===== src/rtl/slice_add_seq.sv =====
// slice_add_seq: sequential adder, 3-bit slice per cycle, LSB first.
// Ports: clk, rst_n, start, a, b, cin -> busy, done, sum, cout.
module slice_add_seq #(
  parameter int WIDTH = 12
) (
  input  logic             clk,
  input  logic             rst_n,
  input  logic             start,
  input  logic [WIDTH-1:0] a,
  input  logic [WIDTH-1:0] b,
  input  logic             cin,
  output logic             busy,
  output logic             done,
  output logic [WIDTH-1:0] sum,
  output logic             cout
);

  localparam int N  = WIDTH / 3;
  localparam int CW = (N > 1) ? $clog2(N) : 1;

  typedef enum logic [1:0] {
    IDLE,
    ADD,
    DONE
  } state_t;

  state_t state;
  state_t state_nx;

  logic [CW-1:0]    cnt;
  logic [WIDTH-1:0] opa;
  logic [WIDTH-1:0] opb;
  logic [WIDTH-1:0] part;
  logic [WIDTH-1:0] part_nx;
  logic             cy;

  logic [2:0] sa;
  logic [2:0] sb;
  logic [2:0] ss;
  logic       p0;
  logic       g0;
  logic       c1;
  logic       c2;
  logic       sc;

  logic accept;
  logic last;

  // Operand registers shift right each ADD cycle,
  // so the active slice always sits in bits 2:0.
  assign sa = opa[2:0];
  assign sb = opb[2:0];

  // LSB half adder, then the registered carry folds in.
  assign p0    = sa[0] ^ sb[0];
  assign g0    = sa[0] & sb[0];
  assign ss[0] = p0 ^ cy;
  assign c1    = g0 | (p0 & cy);

  assign ss[1] = sa[1] ^ sb[1] ^ c1;
  assign c2    = (sa[1] & sb[1])
               | (c1 & (sa[1] ^ sb[1]));

  assign ss[2] = sa[2] ^ sb[2] ^ c2;
  assign sc    = (sa[2] & sb[2])
               | (c2 & (sa[2] ^ sb[2]));

  // New slice enters at the top; after N
  // shifts slice 0 lands in bits 2:0.
  assign part_nx = (part >> 3)
                 | (WIDTH'(ss) << (WIDTH - 3));

  assign last   = (cnt == CW'(N - 1));
  assign accept = start
                & ((state == IDLE) | (state == DONE));

  assign busy = (state == ADD);
  assign done = (state == DONE);

  always_ff @(posedge clk or negedge rst_n) begin
    if (!rst_n) begin
      state <= IDLE;
    end else begin
      state <= state_nx;
    end
  end

  always_comb begin
    state_nx = state;
    unique case (state)
      IDLE: begin
        if (start) state_nx = ADD;
      end
      ADD: begin
        if (last) state_nx = DONE;
      end
      DONE: begin
        state_nx = start ? ADD : IDLE;
      end
      default: begin
        state_nx = IDLE;
      end
    endcase
  end

  always_ff @(posedge clk or negedge rst_n) begin
    if (!rst_n) begin
      cnt  <= '0;
      opa  <= '0;
      opb  <= '0;
      part <= '0;
      cy   <= 1'b0;
      sum  <= '0;
      cout <= 1'b0;
    end else if (accept) begin
      opa <= a;
      opb <= b;
      cy  <= cin;
      cnt <= '0;
    end else if (state == ADD) begin
      opa  <= opa >> 3;
      opb  <= opb >> 3;
      cy   <= sc;
      part <= part_nx;
      cnt  <= cnt + 1'b1;
      if (last) begin
        sum  <= part_nx;
        cout <= sc;
      end
    end
  end

endmodule


===== config.mk =====
export PLATFORM = sky130hd
export DESIGN_NAME = slice_add_seq
export DESIGN_NICKNAME = d
export VERILOG_FILES = /design/src/rtl/slice_add_seq.sv
export SDC_FILE = /design/constraint.sdc
export NUM_CORES = 1
export LEC_CHECK = 0
export BUFFER_PORTS_ARGS = -buffer_cell sky130_fd_sc_hd__buf_4
export CAP_MARGIN = 20
export CORE_MARGIN = 4
export CORE_UTILIZATION = 50
export DETAILED_ROUTE_END_ITERATION = 10
export HOLD_SLACK_MARGIN = 0.02
export PLACE_DENSITY = 0.76
export REMOVE_ABC_BUFFERS = 1
export SKIP_LAST_GASP = 1
export SLEW_MARGIN = 30
export SYNTH_ARGS = -nofsm -noshare
export SYNTH_HDL_FRONTEND = slang
export SYNTH_SLANG_ARGS = --single-unit

===== constraint.sdc =====
create_clock -name clk -period 2.1 [get_ports clk]
set_clock_uncertainty 0.15 [all_clocks]
set_input_delay 0 -clock clk [delete_from_list [all_inputs] [get_ports clk]]
set_output_delay 0 -clock clk [all_outputs]
set_load 0.01 [all_outputs]

Word-level counts from Yosys, hierarchy flattened
Cells that the tools add are included.

Memories: 0. RAM bits: 0. Flip-flop bits (word level): 54. Memory bits (read-only): 0. Word-level logic and storage cells: 50. Bits in latches: 0.

$mul: 0. Reductions and logical operators: 5. Bitwise operators: 19. Shift-type cells: 0. Magnitude comparators: 0. Div/mod/pow operators: 0. Eq/ne operators: 5. Add/sub/neg operators: 1. Multiplexer cells: 12.

Operators by type and width (count): 12-bit two-way mux (4); 9-bit by 12-bit bitwise OR with 12-bit output (1); 2-bit two-way mux (4); 1-bit bitwise AND (7); 2-bit case mux with 3 select lines (1); 1-bit XOR (6); 2-bit == test, second input constant (2); 1-bit bitwise OR (4); 2-bit AND reduction (2); 1-bit two-way mux (3); 3-bit AND reduction (1); 2-bit by 1-bit adder with 2-bit output, second input constant (1); 2-bit by 1-bit == test with 1-bit output, second input constant (1); 2-bit logical NOT (1); 2-bit by 1-bit inequality test with 1-bit output, second input constant (1); 2-bit inequality test, second input constant (1); 2-bit nonzero test (1); 1-bit inverter (1).

Depth between registers and ports, before layout
Gate-level depths: netlist of the first run.

Word-level depth: 9. Mapped depth: 8. Gate-level depth less buffers: 8.

Least setup slack after synthesis of the first run
Ideal clock, no wire load.

Path kind: reg-to-reg. From: register opa[0]. To: register cy. Cell stages (with the launch flop): 9. Data required time: 1873 ps. Library setup time: 77 ps. Setup slack: 95 ps. Arrival time: 1778 ps. Buffers on the path: 0. Path through: dfrtp_1 -> inv_1 -> fa_1 -> inv_1 -> fa_1 -> inv_1 -> fa_1 -> mux2_2 -> a21oi_1.

Word-level cells in the longest chain between the ends: 9. Elaborated cells on any way between the ends: 10. Classes of those cells: 2 x mux; 8 x bitwise.

RTL lines: start, declared (RTL line 31) `logic [WIDTH-1:0] opa;`; start signal, assigned (RTL line 121) `opa <= opa >> 3;`; 1-bit XOR (RTL line 55) `assign p0 = sa[0] ^ sb[0];`; 1-bit bitwise AND (RTL line 58) `assign c1 = g0 | (p0 & cy);`; 1-bit bitwise OR (*) (RTL line 58); 1-bit bitwise AND (*) (RTL line 62) `| (c1 & (sa[1] ^ sb[1]));`; 1-bit bitwise OR (*) (RTL line 62); 1-bit bitwise AND (*) (RTL line 66) `| (c2 & (sa[2] ^ sb[2]));`; 1-bit bitwise OR (*) (RTL line 66); 1-bit two-way mux (*) (RTL line 120) `end else if (state == ADD) begin`; 1-bit two-way mux (*) (RTL line 115) `end else if (accept) begin`; end signal, assigned (RTL line 118) `cy <= cin;`; end, declared (RTL line 35) `logic cy;`.

Every way passes the cells marked *; elsewhere a longest branch is shown, timed or not. The select of a mux whose other input is x is not followed. A chain may end at the register's enable or synchronous reset.

Final worst setup path of the first run
Same ends and word-level chain as after synthesis.

==> metrics.md, run 1 <==
| Metric | Value |
|---|---|
| Status | `completed` |
| Gp weighted congestion | `0.744` |
| Drt first pass iters | `4` |
| Port bufs | `42` |
| Adder-cell share of the synthesized area | `0.0304` |
| Max-Cap Viols | `0` |
| Max incr delay on CP | `0.38 ns` |
| Setup Slack @ Placement | `-0.0781 ns` |
| Initial Util | `0.534` |
| Synth Flop Type | `dfrtp_1` |
| Worst slew margin | `0.582` |
| Synthesized cell area | `0.00239 mm2` |
| CP Cell Sequence | `inv_2 > fa_2 > inv_2 > fa_2 > inv_1 > fa_2 > mux2_2 > a21oi_2` |
| DR vias/cell | `5.39` |
| TritonCTS sink count | `51` |
| Compound-Gate Fraction of Synth Area | `0.114` |
| Worst-path clk slew | `0.09 ns` |
| Worst min path class | `input port to flop` |
| Die Y | `77.1 um` |
| Clk Latency, worst-skew pair | `0.31 ns` |
| Crit Path Class | `flop to flop` |
| Root Driver | `clkbuf_8` |
| Asr flop ratio synth | `1.00` |
| RSZ-0062 raised after global routing | `true` |
| Yosys top cell area share | `0.535` |
| Cell with the most instances after synthesis | `dfrtp_1` |
| Final WL | `4.86 mm` |
| Post-synthesis xor/xnor area fraction | `0` |
| Final Critical Period | `2.06 ns` |
| Largest family of logic cells by synthesized area | `simple AND/OR/NAND/NOR gates` |
| Leakage power | `1.46 nW` |
| N_diodes | `0` |
| Largest net degree at the start of global routing | `52` |
| Post-synth EDFFs | `0` |
| Post-CTS setup buffers | `0` |
| Vias in the first global route | `1,780` |
| Crit Path Max Fanout | `3` |
| FP Rows | `24` |
| DIE WIDTH | `77.1 um` |
| Crit end category | `flop` |
| Endpoints failing hold | `0` |
| Period Utilization, post-route | `0.979` |
| Hold Crit Start | `start` |
| Startpoint Class | `flop` |
| Hold endpoint | `cnt[1]` |
| Synth Register Bits | `51` |
| R2R Path End | `cy` |
| Post-synthesis mux area share | `0.133` |
| R2r setup slk | `0.04 ns` |
| Top cells by count, synth | `51 x dfrtp_1, 36 x nand2_1, 17 x mux2i_1` |
| Critical path's slowest cell | `dfrtp_1` |
| Grt ovf | `0` |
| Synth top area cells | `dfrtp_1 53%, mux2i_1 7.1%, nand2_1 5.7%` |
| Power Density | `1360 mW/mm2` |
| Worst-case reg-to-reg path depth | `8` |
| CTS Buffer Depth | `2` |
| Fillers | `332` |
| Starting DRT DRC Count | `82` |
| Synth unique cells | `27` |
| Net count reported at finish | `314` |
| Initial antenna violation count | `0` |
| Worst Slack Setup Final | `0.0446 ns` |
| Arrival time worst endpoint | `2.14 ns` |
| Layout cells sized above 1 | `0.258` |
| Mapped Cells | `220` |
| Sequential share of the synthesized area | `0.535` |
| Total GRT Usage | `0.176` |
| Count of final setup violators | `0` |
| Data required time of the worst path | `2.19 ns` |
| Tightest Pin Transition | `0.626 ns` |
| Synth warnings | `0` |
| Syn avg cell area | `10.9 um2` |
| Die area | `0.00594 mm2` |
| Slew Viols, Final | `0` |
| Area growth syn-to-layout | `28.7%` |
| Post-synth top area cell | `dfrtp_1` |
| WL/cell | `14.5 um` |
| DRC | `0` |
| First-pass GRT wire length | `8.47 mm` |
| Setup TNS | `0 ns` |
| CORE AREA | `0.00447 mm2` |
| Detailed-route via count | `1,806` |
| CTS tree | `built` |
| VDD IR-drop max | `0.617 mV` |
| Hold path cells | `3` |
| Cts bufs inserted | `5` |
| IO Count | `43` |
| Antenna Nets Post-Route | `0` |
| Depth of the CTS H-tree | `2` |
| Most used cell, CP | `fa_2` |
| Post-DP HPWL | `3.14 mm` |
| Critical R2R Launch | `opa[0]` |
| Fmax | `0.487 GHz` |
| Post-synthesis simple-gate area fraction | `0.138` |
## worst max-delay path, delay by kind of cell (launching register included)
| kind | cells | cell delay [ns] |
|---|---|---|
| muxes | 1 | 0.27 |
| buffers and inverters | 3 | 0.17 |
| adders and majority gates | 3 | 0.88 |
| DFF | 1 | 0.38 |
| AOI/OAI and AO/OA | 1 | 0.13 |
## timing repair
item,4_1_cts,5_1_grt
gates resized for setup,5,1
pin swaps,0,1
hold buffers,26,0
hold endpoints to repair,76,0
gates cloned,0,0
setup endpoints to repair,1,1
## metal layers
| metal | vias to the layer above | GRT usage | part of all wire |
|---|---|---|---|
| met5 | - | 0 | 0 |
| met4 | 0 | 0.0641 | 0.016 |
| met3 | 8 | 0.0386 | 0.046 |
| met2 | 50 | 0.279 | 0.48 |
| met1 | 871 | 0.239 | 0.45 |
| li1 | 877 | - | - |
## worst max path at each step
stage	from	end
final	opa[0]	cy
after global routing	opa[0]	cy
after CTS	opa[0]	cy
after detailed placement	opa[0]	cy
after global placement	opa[0]	cy
after floorplan	opa[0]	cy
## placed cells by master (no fill, tap or decap), types with 5 or more instances in the layout
cell type,instances
dlygate4sd3_1,26
nand3_1,5
inv_1,7
clkbuf_8,5
dfrtp_1,51
and2b_1,5
mux2i_1,17
a21oi_1,11
mux2_2,9
nor2b_1,9
a211oi_1,12
o21ai_0,13
buf_4,45
nand2_1,36
## final cells by class
type | instances | area (um2) | share of cell area
Clock buffer | 5 | 68.8 | 0.0224
Timing Repair Buffer | 71 | 598 | 0.195
Inverter | 9 | 33.8 | 0.0110
Sequential cell | 51 | 1280 | 0.415
Tap cell | 52 | 65.1 | 0.0212
Clock inverter | 3 | 26.3 | 0.00855
Multi-Input combinational cell | 144 | 1000 | 0.327
## sequential cells by signal, indices dropped and copies added, names as in the netlist
| signal | flops |
|---|---|
| cout | 1 |
| cnt | 2 |
| cy | 1 |
| sum | 12 |
| part | 9 |
| opb | 12 |
| opa | 12 |
| state | 2 |
## stage by stage
step / cells / hold slack (ns) / instance area, um2 / utilization / total power, W
final: 335 / 0.0562 / 3070 / 0.687 / 0.00418
after global placement: 301 / -0.0856 / 2710 / 0.605 / 0.00345
after detailed placement: 301 / -0.0871 / 2710 / 0.605 / 0.00355
after floorplan: 204 / -0.446 / 2300 / - / 0.00289
after global routing: 335 / 0.0773 / 3070 / 0.687 / 0.00456
after CTS: 335 / 0.0488 / 3070 / 0.687 / 0.00422
## kinds of logic (layout without fill, tap and decap cells)
logic type | count (synthesis) | after routing
buf+inv | 25 | 88
compound gates | 45 | 45
mux | 29 | 29
fa+ha+maj | 4 | 4
flops | 51 | 51
simple gates | 66 | 66
## power breakdown
group          internal (W)  switching [W]
clock network      0.000246       0.000345
logic              0.000898       0.000929
registers           0.00144       0.000319
total               0.00259        0.00159
Note: power is estimated with default switching activity, not from simulation.
==> inputs of run 2 (changes only) <==
ABC_AREA = 1   (was unset)
CORE_UTILIZATION = 49   (was 50)
PLACE_DENSITY = 0.74   (was 0.76)
==> run 2 against run 1 <==
Critical path type unchanged. Sequential power is 3% lower. Critical path depth fell by 1. Non-clock buffer count grew 7. Via count increased by 9.1%. Count of clock-buffer cells in the layout rose by 1. Clock power grew 22%. Die area rose by 0.25%. Power grew 2.8%. Sequential share of layout area decreased by 0.67 points.
==> metrics.md, run 2 <==
| Metric | Value |
|---|---|
| Critical path's slowest cell | `fa_2` |
| Adder-cell share of the synthesized area | `0.0309 (+0.000535)` |
| Port bufs | `42 (unchanged)` |
| Die Y | `77.2 um (+0.12%)` |
| Synth unique cells | `21 (-22%)` |
| Largest family of logic cells by synthesized area | `simple AND/OR/NAND/NOR gates` |
| Placed insts | `365 (+21%)` |
| Status | `completed` |
| Max-Cap Viols | `0 (unchanged)` |
| Cell with the most instances after synthesis | `nand2_1` |
| Compound-Gate Fraction of Synth Area | `0.0469 (-0.0673)` |
| Gp weighted congestion | `0.759 (+1.9%)` |
| Final WL | `5.10 mm (+5.0%)` |
| Crit Path Max Fanout | `2 (-1)` |
| Count of final setup violators | `0 (unchanged)` |
| DIE WIDTH | `77.2 um (+0.12%)` |
| Post-Route M1 WL | `2.24 mm (+1.6%)` |
| Sequential share of the synthesized area | `0.544 (+0.00941)` |
| Clk Latency, worst-skew pair | `0.30 ns (about the same)` |
| CTS tree | `built` |
| Layout cells sized above 1 | `0.178 (-0.0800)` |
| CORE AREA | `0.00450 mm2 (+0.67%)` |
| Depth of the CTS H-tree | `2 (unchanged)` |
| Worst slew margin | `0.576 (-0.00607)` |
| CP Cell Sequence | `inv_1 > fa_1 > inv_1 > fa_1 > inv_1 > fa_2 > o21ai_0` |
| Most used cell, CP | `inv_1` |
| Synthesized cell area | `0.00235 mm2 (-1.7%)` |
| Fillers | `351 (+5.7%)` |
| CTS Buffer Depth | `2 (unchanged)` |
| Routed wl met2 | `2.60 mm (+10%)` |
| Worst Slack Setup Final | `0.0879 ns (+0.0433 ns)` |
| Post-synthesis simple-gate area fraction | `0.276 (+0.138)` |
| Highest Signal Layer | `met4` |
| Final Non-Filler Cells | `406 (+21%)` |
| Antenna Nets Post-Route | `0 (unchanged)` |
| Grt ovf | `0 (unchanged)` |
| Most common library cell in the layout ignoring fill and taps | `nand2_1` |
| WL/cell | `12.6 um (-13%)` |
| Multi-input gate area | `833 um2 (-17%)` |
| Leading registers by flop count | `opa: 12 flops, opb: 12 flops, sum: 12 flops` |
| Crit Path Class | `flop to flop` |
| Cts bufs inserted | `5 (unchanged)` |
| Arrival time worst endpoint | `2.05 ns (-0.09 ns)` |
| Period Utilization, post-route | `0.958 (-0.0206)` |
| Detailed-route via count | `1,970 (+9.1%)` |
| IO Count | `43 (unchanged)` |
| Vias in the first global route | `1,964 (+10%)` |
| Net count reported at finish | `385 (+23%)` |
| Hold Crit Start | `start` |
| Slew Viols, Final | `0 (unchanged)` |
| VDD IR-drop max | `0.971 mV (+57%)` |
| TritonCTS sink count | `51 (unchanged)` |
| Synth Flop Type | `dfrtp_1` |
| Post-synthesis xor/xnor area fraction | `0 (unchanged)` |
| Asr flop ratio synth | `1.00 (unchanged)` |
| Power Density | `1380 mW/mm2 (+1.2%)` |
| Area growth syn-to-layout | `33.1%` |
| Worst Setup SP | `opa[0]` |
| Yosys top cell area share | `0.544 (+0.00941)` |
| Endpoints failing hold | `0 (unchanged)` |
| Synth Register Bits | `51 (unchanged)` |
| Commonest cells after routing, fill and taps aside | `113 x nand2_1, 51 x dfrtp_1, 45 x buf_4` |
| Root Driver | `clkbuf_8` |
| Post-synthesis mux area share | `0 (-0.133)` |
| Post-synth EDFFs | `0 (unchanged)` |
| Crit end category | `flop` |
| Synth warnings | `0 (unchanged)` |
| Hold WS | `0.0178 ns (-0.0384 ns)` |
| Syn avg cell area | `8.44 um2 (-22%)` |
| Total GRT Usage | `0.188 (+0.0113)` |
| Max incr delay on CP | `0.53 ns (+0.15 ns)` |
| DRC | `0 (unchanged)` |
| FP Rows | `24 (unchanged)` |
| Mapped Cells | `278 (+26%)` |
| Startpoint Class | `flop` |
| First-pass GRT wire length | `9.05 mm (+6.8%)` |
| Starting DRT DRC Count | `114 (+39%)` |
| Die area | `0.00596 mm2 (+0.25%)` |
| Critical R2R Launch | `opa[0]` |
| Drt first pass iters | `4 (unchanged)` |
| Fmax | `0.497 GHz (+2.2%)` |
| Final Critical Period | `2.01 ns (-0.0433 ns)` |
| Leakage power | `1.69 nW (+15%)` |
| Setup Slack @ Placement | `0.111 ns (+0.189 ns)` |
| Tightest Pin Transition | `0.635 ns (+0.00910 ns)` |
| RSZ-0062 raised after global routing | `false` |
| Post-synth top area cell | `dfrtp_1` |
| Sequential Area | `0.00128 mm2 (unchanged)` |
| Worst min path class | `input port to flop` |
| Setup TNS | `0 ns (unchanged)` |
| Data required time of the worst path | `2.14 ns (-0.05 ns)` |
| Post-DP HPWL | `3.10 mm (-1.2%)` |
| Top cells by count, synth | `113 x nand2_1, 51 x dfrtp_1, 38 x inv_1` |
| Met3 wire len | `219 um (-2.7%)` |
| DR vias/cell | `4.85 (-10%)` |
| Largest net degree at the start of global routing | `52 (unchanged)` |
| N_diodes | `0 (unchanged)` |
| Worst-path clk slew | `0.10 ns (about the same)` |
| Synth top area cells | `dfrtp_1 54%, nand2_1 18%, nand3_1 6.2%` |
| Initial Util | `0.521 (-0.0127)` |
| Initial antenna violation count | `0 (unchanged)` |
run 2: cell count changes after synthesis, sizes merged, moves of 11 or more:
cell    change
a21oi      -11
mux2i      -17
nand2      +81
nand3      +24
mux2       -12
a211oi     -12
inv        +31
run 2: kinds of logic after synthesis:
family | after synthesis
buffers and inverters | 51
adder cells (fa/ha/maj) | 4
AND/OR/NAND/NOR | 150
AO/OA/AOI/OAI | 22
flip-flops | 51
run 2: worst max-delay path, delay by kind of cell, from the launching register on:
family	cells	cell delay (ns)
buffers and inverters	3	0.20
flip-flops	1	0.36
AO/OA/AOI/OAI	1	0.08
adder cells (fa/ha/maj)	3	1.11
run 2: repair_timing:
action,in CTS,in global routing
endpoints found under the hold margin,76,0
gates resized for setup,0,1
buffers inserted,0,0
endpoints found under the setup margin,0,1
hold buffers,33,0
run 2: worst paths after layout:
path / cells past startpoint / to / slack [ns]
max reg2reg: 7 / part[11] / 0.09
max: 7 / part[11] / 0.09
min: 4 / opb[9] / 0.02
min reg2reg: 2 / opa[8] / 0.33
max in group asynchronous: 2 / opb[5] / 1.26
min in group asynchronous: 2 / sum[3] / 0.10
run 2: report_power, final:
| group | leakage [nW] | switching, W | internal [W] |
|---|---|---|---|
| clock | 0.0618 | 0.000329 | 0.000392 |
| sequential | 0.641 | 0.000271 | 0.00144 |
| combinational | 0.987 | 0.00111 | 0.000756 |
run 2: final cells by class:
cell class / count / area share
Inverter: 41 / 0.0505
Clock buffer: 6 / 0.0265
Multi-Input combinational cell: 176 / 0.267
Clock inverter: 2 / 0.0124
Tap cell: 52 / 0.0208
Timing Repair Buffer: 78 / 0.214
Sequential cell: 51 / 0.409
run 2: metal layers:
layer / global-route usage / up-vias
li1: - / 992
met1: 0.242 / 919
met2: 0.320 / 50
met3: 0.0422 / 9
met4: 0.0445 / 0
met5: 0 / -
run 2: metrics by stage:
stage	utilization	area [um2]	total power [W]
after floorplan	-	2260	0.00287
after global placement	0.592	2670	0.00344
after detailed placement	0.592	2670	0.00354
after CTS	0.693	3120	0.00433
after global routing	0.693	3120	0.00471
final	0.693	3120	0.00430
